$ cat config.mk
export PLATFORM = sky130hd
export DESIGN_NAME = sdram_read
export DESIGN_NICKNAME = d
export VERILOG_FILES = /design/src/rtl/sdram_pkg.sv /design/src/rtl/sdram_rd_capture.sv /design/src/rtl/sdram_read.sv
export SDC_FILE = /design/constraint.sdc
export NUM_CORES = 1
export LEC_CHECK = 0
export ABC_AREA = 0
export CAP_MARGIN = 20
export CORE_UTILIZATION = 53
export CTS_CLUSTER_DIAMETER = 60
export DETAILED_ROUTE_END_ITERATION = 10
export GPL_TIMING_DRIVEN = 0
export PLACE_DENSITY_LB_ADDON = 0.1
export SYNTH_ARGS = -nofsm -noshare
export SYNTH_HDL_FRONTEND = slang
export SYNTH_SLANG_ARGS = --single-unit
$ cat constraint.sdc
create_clock -name s_clk -period 2.6 [get_ports s_clk]
set_clock_uncertainty 0.2 [all_clocks]
set_input_delay 0.52 -clock s_clk [delete_from_list [all_inputs] [get_ports s_clk]]
set_output_delay 0.52 -clock s_clk [all_outputs]
set_load 0.01 [all_outputs]
$ cat src/rtl/sdram_pkg.sv
`default_nettype none
// +----------------------------------------------------------------------------+
// | Module      : sdram_pkg                                                    |
// | Description : Shared SDRAM command encodings, address widths, FSM states.  |
// | Revision    : 1.0 - initial release                                        |
// +----------------------------------------------------------------------------+
package sdram_pkg;

    localparam int ROW_W = 12;
    localparam int COL_W = 9;
    localparam int DQ_W  = 16;

    // {CS_n, RAS_n, CAS_n, WE_n}
    localparam logic [3:0] c_cmd_act = 4'b0011;
    localparam logic [3:0] c_cmd_rd  = 4'b0101;
    localparam logic [3:0] c_cmd_pre = 4'b0010;
    localparam logic [3:0] c_cmd_nop = 4'b0111;

    localparam logic [ROW_W-1:0] c_addr_pre = 12'h400;
    localparam logic [COL_W-1:0] c_col_last = 9'd508;

    typedef enum logic [4:0] {
        RD_IDLE = 5'b00001,
        RD_REQ  = 5'b00010,
        RD_ACT  = 5'b00100,
        READ    = 5'b01000,
        RD_PRE  = 5'b10000
    } rd_state_e;

endpackage
`default_nettype wire

$ cat src/rtl/sdram_rd_capture.sv
`default_nettype none
// +----------------------------------------------------------------------------+
// | Module      : sdram_rd_capture                                             |
// | Description : Tracks issued RDs through CAS latency and writes the low     |
// |               byte of each returned word into the read FIFO.               |
// | Revision    : 1.0 - initial release                                        |
// +----------------------------------------------------------------------------+
module sdram_rd_capture
    import sdram_pkg::*;
#(
    parameter int CAS_LAT = 3
) (
    input  logic            s_clk,
    input  logic            s_rst,
    input  logic            i_rd_issue,
    input  logic [DQ_W-1:0] i_dq,
    output logic            o_wr_en,
    output logic [7:0]      o_wr_data
);

    localparam int DEPTH = CAS_LAT + 4;

    logic [DEPTH-1:0] r_pipe_q;
    logic [DEPTH-1:0] w_pipe_d;
    logic [7:0]       r_data_q;
    logic [7:0]       w_data_d;
    logic             w_unused_dq;

    assign w_unused_dq = ^i_dq[DQ_W-1:8];

    always_comb begin
        w_pipe_d = {r_pipe_q[DEPTH-2:0], i_rd_issue};
        w_data_d = i_dq[7:0];
    end

    always_ff @(posedge s_clk or posedge s_rst) begin
        if (s_rst) begin
            r_pipe_q <= '0;
            r_data_q <= '0;
        end else begin
            r_pipe_q <= w_pipe_d;
            r_data_q <= w_data_d;
        end
    end

    // Four taps past CAS latency cover the burst plus the input register stage.
    assign o_wr_en   = |r_pipe_q[DEPTH-1:CAS_LAT];
    assign o_wr_data = r_data_q;

endmodule
`default_nettype wire

$ cat src/rtl/sdram_read.sv
`default_nettype none
// +----------------------------------------------------------------------------+
// | Module      : sdram_read                                                   |
// | Description : Read-side SDRAM engine streaming 4-word bursts from bank 0   |
// |               into the read FIFO, yielding for refresh or FIFO back-off.   |
// | Revision    : 1.0 - initial release                                        |
// +----------------------------------------------------------------------------+
module sdram_read
    import sdram_pkg::*;
#(
    parameter int CAS_LAT   = 3,
    parameter int T_RCD     = 3,
    parameter int T_RP      = 3,
    parameter int RD_BURSTS = 1024
) (
    input  logic             s_clk,
    input  logic             s_rst,
    input  logic             rd_trig,
    input  logic             en_rd,
    output logic             req_rd,
    output logic             rd_end,
    input  logic             req_aref,
    output logic [3:0]       rd_cmd,
    output logic [ROW_W-1:0] rd_addr,
    output logic [1:0]       rd_bank,
    input  logic [DQ_W-1:0]  sdram_dq,
    output logic             rfifo_wr_en,
    output logic [7:0]       rfifo_wr_data,
    input  logic             rfifo_afull
);

    localparam int BCNT_W   = $clog2(RD_BURSTS) + 1;
    localparam int WAIT_MAX = (T_RCD > T_RP) ? T_RCD : T_RP;
    localparam int WAIT_W   = (WAIT_MAX < 1) ? 1 : $clog2(WAIT_MAX + 1);

    rd_state_e          r_state_q,   w_state_d;
    logic [WAIT_W-1:0]  r_cnt_act_q, w_cnt_act_d;
    logic [WAIT_W-1:0]  r_cnt_pre_q, w_cnt_pre_d;
    logic [1:0]         r_beat_q,    w_beat_d;
    logic [COL_W-1:0]   r_col_q,     w_col_d;
    logic [ROW_W-1:0]   r_row_q,     w_row_d;
    logic [BCNT_W-1:0]  r_bcnt_q,    w_bcnt_d;
    logic               r_done_q,    w_done_d;
    logic               r_yield_q,   w_yield_d;

    logic [BCNT_W-1:0]  w_bcnt_inc;
    logic [3:0]         w_rd_cmd;
    logic [ROW_W-1:0]   w_rd_addr;
    logic               w_req_rd;
    logic               w_rd_end;
    logic               w_rd_issue;

    assign w_bcnt_inc = r_bcnt_q + BCNT_W'(1);

    always_comb begin
        w_state_d   = r_state_q;
        w_cnt_act_d = r_cnt_act_q;
        w_cnt_pre_d = r_cnt_pre_q;
        w_beat_d    = r_beat_q;
        w_col_d     = r_col_q;
        w_row_d     = r_row_q;
        w_bcnt_d    = r_bcnt_q;
        w_done_d    = r_done_q;
        w_yield_d   = r_yield_q;
        w_rd_cmd    = c_cmd_nop;
        w_rd_addr   = '0;
        w_req_rd    = 1'b0;
        w_rd_end    = 1'b0;
        w_rd_issue  = 1'b0;

        case (r_state_q)
            RD_IDLE: begin
                if (rd_trig) begin
                    w_state_d = RD_REQ;
                    w_col_d   = '0;
                    w_row_d   = '0;
                    w_bcnt_d  = '0;
                    w_done_d  = 1'b0;
                    w_yield_d = 1'b0;
                end
            end
            RD_REQ: begin
                w_req_rd = 1'b1;
                if (en_rd) begin
                    w_state_d   = RD_ACT;
                    w_cnt_act_d = '0;
                end
            end
            RD_ACT: begin
                if (r_cnt_act_q == '0) begin
                    w_rd_cmd  = c_cmd_act;
                    w_rd_addr = r_row_q;
                end
                if (r_cnt_act_q == WAIT_W'(T_RCD)) begin
                    w_state_d   = READ;
                    w_cnt_act_d = '0;
                    w_beat_d    = '0;
                end else begin
                    w_cnt_act_d = r_cnt_act_q + WAIT_W'(1);
                end
            end
            READ: begin
                if (r_beat_q == 2'd0) begin
                    w_rd_cmd   = c_cmd_rd;
                    w_rd_addr  = {{(ROW_W-COL_W){1'b0}}, r_col_q};
                    w_rd_issue = 1'b1;
                    w_col_d    = r_col_q + COL_W'(4);
                    if (r_col_q == c_col_last) begin
                        w_row_d = r_row_q + ROW_W'(1);
                    end
                    w_bcnt_d = w_bcnt_inc;
                    if (w_bcnt_inc == BCNT_W'(RD_BURSTS)) begin
                        w_done_d = 1'b1;
                    end
                end
                w_beat_d = r_beat_q + 2'd1;
                // col reads back as 0 at the boundary only after the RD at col 508 wrapped it.
                if ((r_beat_q == 2'd3) &&
                    (r_done_q || req_aref || rfifo_afull || (r_col_q == '0))) begin
                    w_state_d   = RD_PRE;
                    w_cnt_pre_d = '0;
                    w_yield_d   = req_aref | rfifo_afull;
                end
            end
            RD_PRE: begin
                if (r_cnt_pre_q == '0) begin
                    w_rd_cmd  = c_cmd_pre;
                    w_rd_addr = c_addr_pre;
                end
                if (r_cnt_pre_q == WAIT_W'(T_RP)) begin
                    w_cnt_pre_d = '0;
                    if (r_done_q) begin
                        w_state_d = RD_IDLE;
                        w_rd_end  = 1'b1;
                    end else if (r_yield_q) begin
                        w_state_d = RD_REQ;
                        w_rd_end  = 1'b1;
                    end else begin
                        w_state_d   = RD_ACT;
                        w_cnt_act_d = '0;
                    end
                end else begin
                    w_cnt_pre_d = r_cnt_pre_q + WAIT_W'(1);
                end
            end
            default: begin
                w_state_d = RD_IDLE;
            end
        endcase
    end

    always_ff @(posedge s_clk or posedge s_rst) begin
        if (s_rst) begin
            r_state_q   <= RD_IDLE;
            r_cnt_act_q <= '0;
            r_cnt_pre_q <= '0;
            r_beat_q    <= '0;
            r_col_q     <= '0;
            r_row_q     <= '0;
            r_bcnt_q    <= '0;
            r_done_q    <= 1'b0;
            r_yield_q   <= 1'b0;
        end else begin
            r_state_q   <= w_state_d;
            r_cnt_act_q <= w_cnt_act_d;
            r_cnt_pre_q <= w_cnt_pre_d;
            r_beat_q    <= w_beat_d;
            r_col_q     <= w_col_d;
            r_row_q     <= w_row_d;
            r_bcnt_q    <= w_bcnt_d;
            r_done_q    <= w_done_d;
            r_yield_q   <= w_yield_d;
        end
    end

    assign rd_cmd  = w_rd_cmd;
    assign rd_addr = w_rd_addr;
    assign rd_bank = 2'b00;
    assign req_rd  = w_req_rd;
    assign rd_end  = w_rd_end;

    sdram_rd_capture #(
        .CAS_LAT (CAS_LAT)
    ) u_capture (
        .s_clk     (s_clk),
        .s_rst     (s_rst),
        .i_rd_issue(w_rd_issue),
        .i_dq      (sdram_dq),
        .o_wr_en   (rfifo_wr_en),
        .o_wr_data (rfifo_wr_data)
    );

endmodule
`default_nettype wire

==> impl_results.md <==
* Status: complete, no violations
* Die area at 6200 um^2
* Hpwl dp at 5.01 mm
* First-pass GRT wire length at about 13 mm
* Nets at 428
* Final min period at 2580 ps
* Final setup fails at 0
* Number of core rows at 27
* Largest net degree at the start of global routing at 35
* Register area share after synthesis at 46.5%
* Pwr dens at ~670 nW/um^2
* GR Util met1 at between 30% and 40%
* Leakage at 1.80 nW
* Seq pwr share at 38.3%
* CTS buffer count at 9
* Area after DPL at 3630 um^2
* Total clock sinks at between 50 and 60
* Number of global-route vias before repair at 2744
* Final worst slack at 18.8 ps
* Crit-path cells: buf_6 -> nor3_4 -> and3_4 -> clkinvlp_4 -> o21ai_2 -> buf_2
* Slew @ Worst Pin at approximately 740 ps
* DR pass1 iterations at 5
* Dominant cell type by area after synthesis: dfrtp_1
* Iter 0 DRT Violations at 179
* Die Span Y at 78.7 um
* Combinational Power Share at 31.2%
* IO Pins at 51
* GR met3 Demand/Resource at ~6.4%
* Ys async rst share at 100%
* Syn Area/Cell at 9.43 um^2
* Maximum VDD drop at 375 uV
* Hold Crit Class: reg2reg
* Synth top area share at a little under half
* Yosys Warn Count at 0
* Clock Path Buffers at 2
* CTS tree: yes
* Placed instance count at 445
* Latest clock arrival within the worst-skew pair at 350 ps
* Share of cells above drive strength 1 at 20.3%
* Grt peak-use layer: met2
* RSZ-0062 raised after global routing: true
* WL/cell at 16.1 um
* Fmax at around 0.39 GHz
* Element type at the critical path end: output port
* Clock transition at path regs at 70 ps
* Worst Path Arrival at 1860 ps
* Critical path class: reg2out
* # hold bufs at CTS at 0
* Placer Congestion at about 0.87
* Area of the core at 5610 um^2
* Final Max Tran Viols at 0
* Cells after synthesis at 331
* Post-Route WL at about 7.6 mm
* Worst-path fanout max at 6
* Clock Power Share at 30.5%
* Synthesized cell area at 3120 um^2
* Number of flops mapped to enable cells by yosys at 0
* M2 GR Usage at 45.0%
* Overall power at ~0.0026 W
* I/O Buffers at 39
* Initial Util at ~56%
* Internal at 0.00176 W
* Clock root buffer master: clkbuf_8
* Fin. Hold Viols at 0
* Total track usage at 27.1%
* Netlist cell types at 57
* Grt ovf at 0
* Final setup TNS at 0 ps
* Startpoint Class: flop
* Initial antenna violation count at 0
* Post-route ant nets at 0
* Fin area at 3970 um^2
* Worst endpoint required time at roughly 1900 ps
* Final Non-Filler Cells at 472
* Setup WS pre-CTS at -637 ps
* Vias at 2779
* Synth top area cells: dfrtp_1, o21ai_0, ha_1
* Buf/Inv on CP at 3
* N_diodes at 0
* Total of max-cap violations at 0
* Delay of the slowest critical-path stage at 420 ps
* H-tree depth at 3
* Rel. slew slack at 50.5%
* Post-synthesis register bit count at 58
* Slowest stage cell, crit path: dfrtp_2
* Via density at just under 6
* Area Growth Syn to Fin at 27.1%
* Most used DFF post-synth: dfrtp_1
* Die Span X at 78.7 um
* Drt drc at 0
* Family with the most delay on the worst path: simple AND/OR/NAND/NOR gates
* Sw Pwr at 0.000885 W
* Final worst-path cycle share at ~99%
* Switching share of power at 33.5%
[state kept, by name (all words and copies together) (netlist names)]
register             count
r_row_q                 12
r_bcnt_q                11
u_capture.o_wr_data      8
r_col_q                  7
u_capture.r_pipe_q       7
r_state_q                5
r_beat_q                 2
r_cnt_act_q              2
r_cnt_pre_q              2
r_done_q                 1
r_yield_q                1
[per-layer routing]
metal | share of wire (%) | vias up
li1 | - | 1305
met5 | 0 | -
met4 | 2.2 | 0
met1 | 42 | 1346
met2 | 50 | 109
met3 | 6.0 | 19
[final cells by class]
cell class | instances | area [um^2]
inverter | 15 | 60.1
sequential | 58 | 1460
tap | 72 | 90.1
buffer | 16 | 124
multi-input combinational | 241 | 1600
fill | 447 | 1640
timing repair buffer | 54 | 457
clock inverter | 6 | 57.6
clock buffer | 10 | 128
[power groups by stage]
stage / sequential, W / combinational (W) / clock, W
2_1_floorplan: 0.00102 / 0.000475 / 0
3_3_place_gp: 0.00103 / 0.000645 / 0
3_5_place_dp: 0.00103 / 0.000665 / 0
4_1_cts: 0.00102 / 0.000784 / 0.000818
5_1_grt: 0.00102 / 0.000904 / 0.000860
6_report: 0.00101 / 0.000825 / 0.000807
[cells in the mapped netlist, drive strengths merged, types with 3 or more instances]
master   instances
or4              4
a22o             8
nor2            22
nor3            10
and3             5
nand3b           3
xor2             8
and4             6
and2             6
o21ai           32
clkbuf          12
o31ai            7
nand2b           5
o211ai           3
buf              7
o2111ai          3
nor4             3
ha              11
or3              7
nand2           35
inv             15
dfrtp           57
nand3           13
a21oi           15
xnor2            4
[metrics by stage]
stage	utilization, %	hold slack (ps)
CTS	71.1	150
finish	70.8	148
detailed placement	64.7	136
global placement	64.4	135
floorplan	-	131
global route	70.8	163
[worst paths after layout]
check,start,slack [ps],end,cells after the start
setup / recovery,r_state_q[1],20,rd_addr[8],6
hold / removal,u_capture.r_pipe_q[1],150,u_capture.r_pipe_q[2],0
setup reg to reg,r_state_q[1],180,r_row_q[6],7
hold reg to reg,u_capture.r_pipe_q[1],150,u_capture.r_pipe_q[2],0
max in group asynchronous,s_rst,1180,r_state_q[1],3
min in group asynchronous,s_rst,420,r_col_q[8],2
[cell usage in the layout (no fill, tap or decap), drive strengths merged, types with 6 or more instances in the layout]
cell type       n
clkdlybuf4s50  22
a22o            8
ha             11
nor2           22
clkbuf         27
o31ai           7
nand2          35
nand3          13
inv            14
buf            28
o21ai          32
dfrtp          57
or3             7
nor3           10
xor2            8
and2            6
and4            6
a21oi          15
[cell families after synthesis]
logic type / synth area share (%)
xor gates and xnor gates: 3.37
AOI/OAI and AO/OA: 18.5
other: 0.120
buffers and inverters: 4.81
and+or+nand+nor: 22.3
DFF: 46.5
adders and majority gates: 4.41
[repair_timing]
item	in CTS	in global routing
buffers inserted	11	3
pin swaps	7	5
gates resized for setup	69	20
endpoints found under the setup margin	17	12
hold endpoints to repair	0	0
No activity file was read; power rests on OpenSTA's default activity.
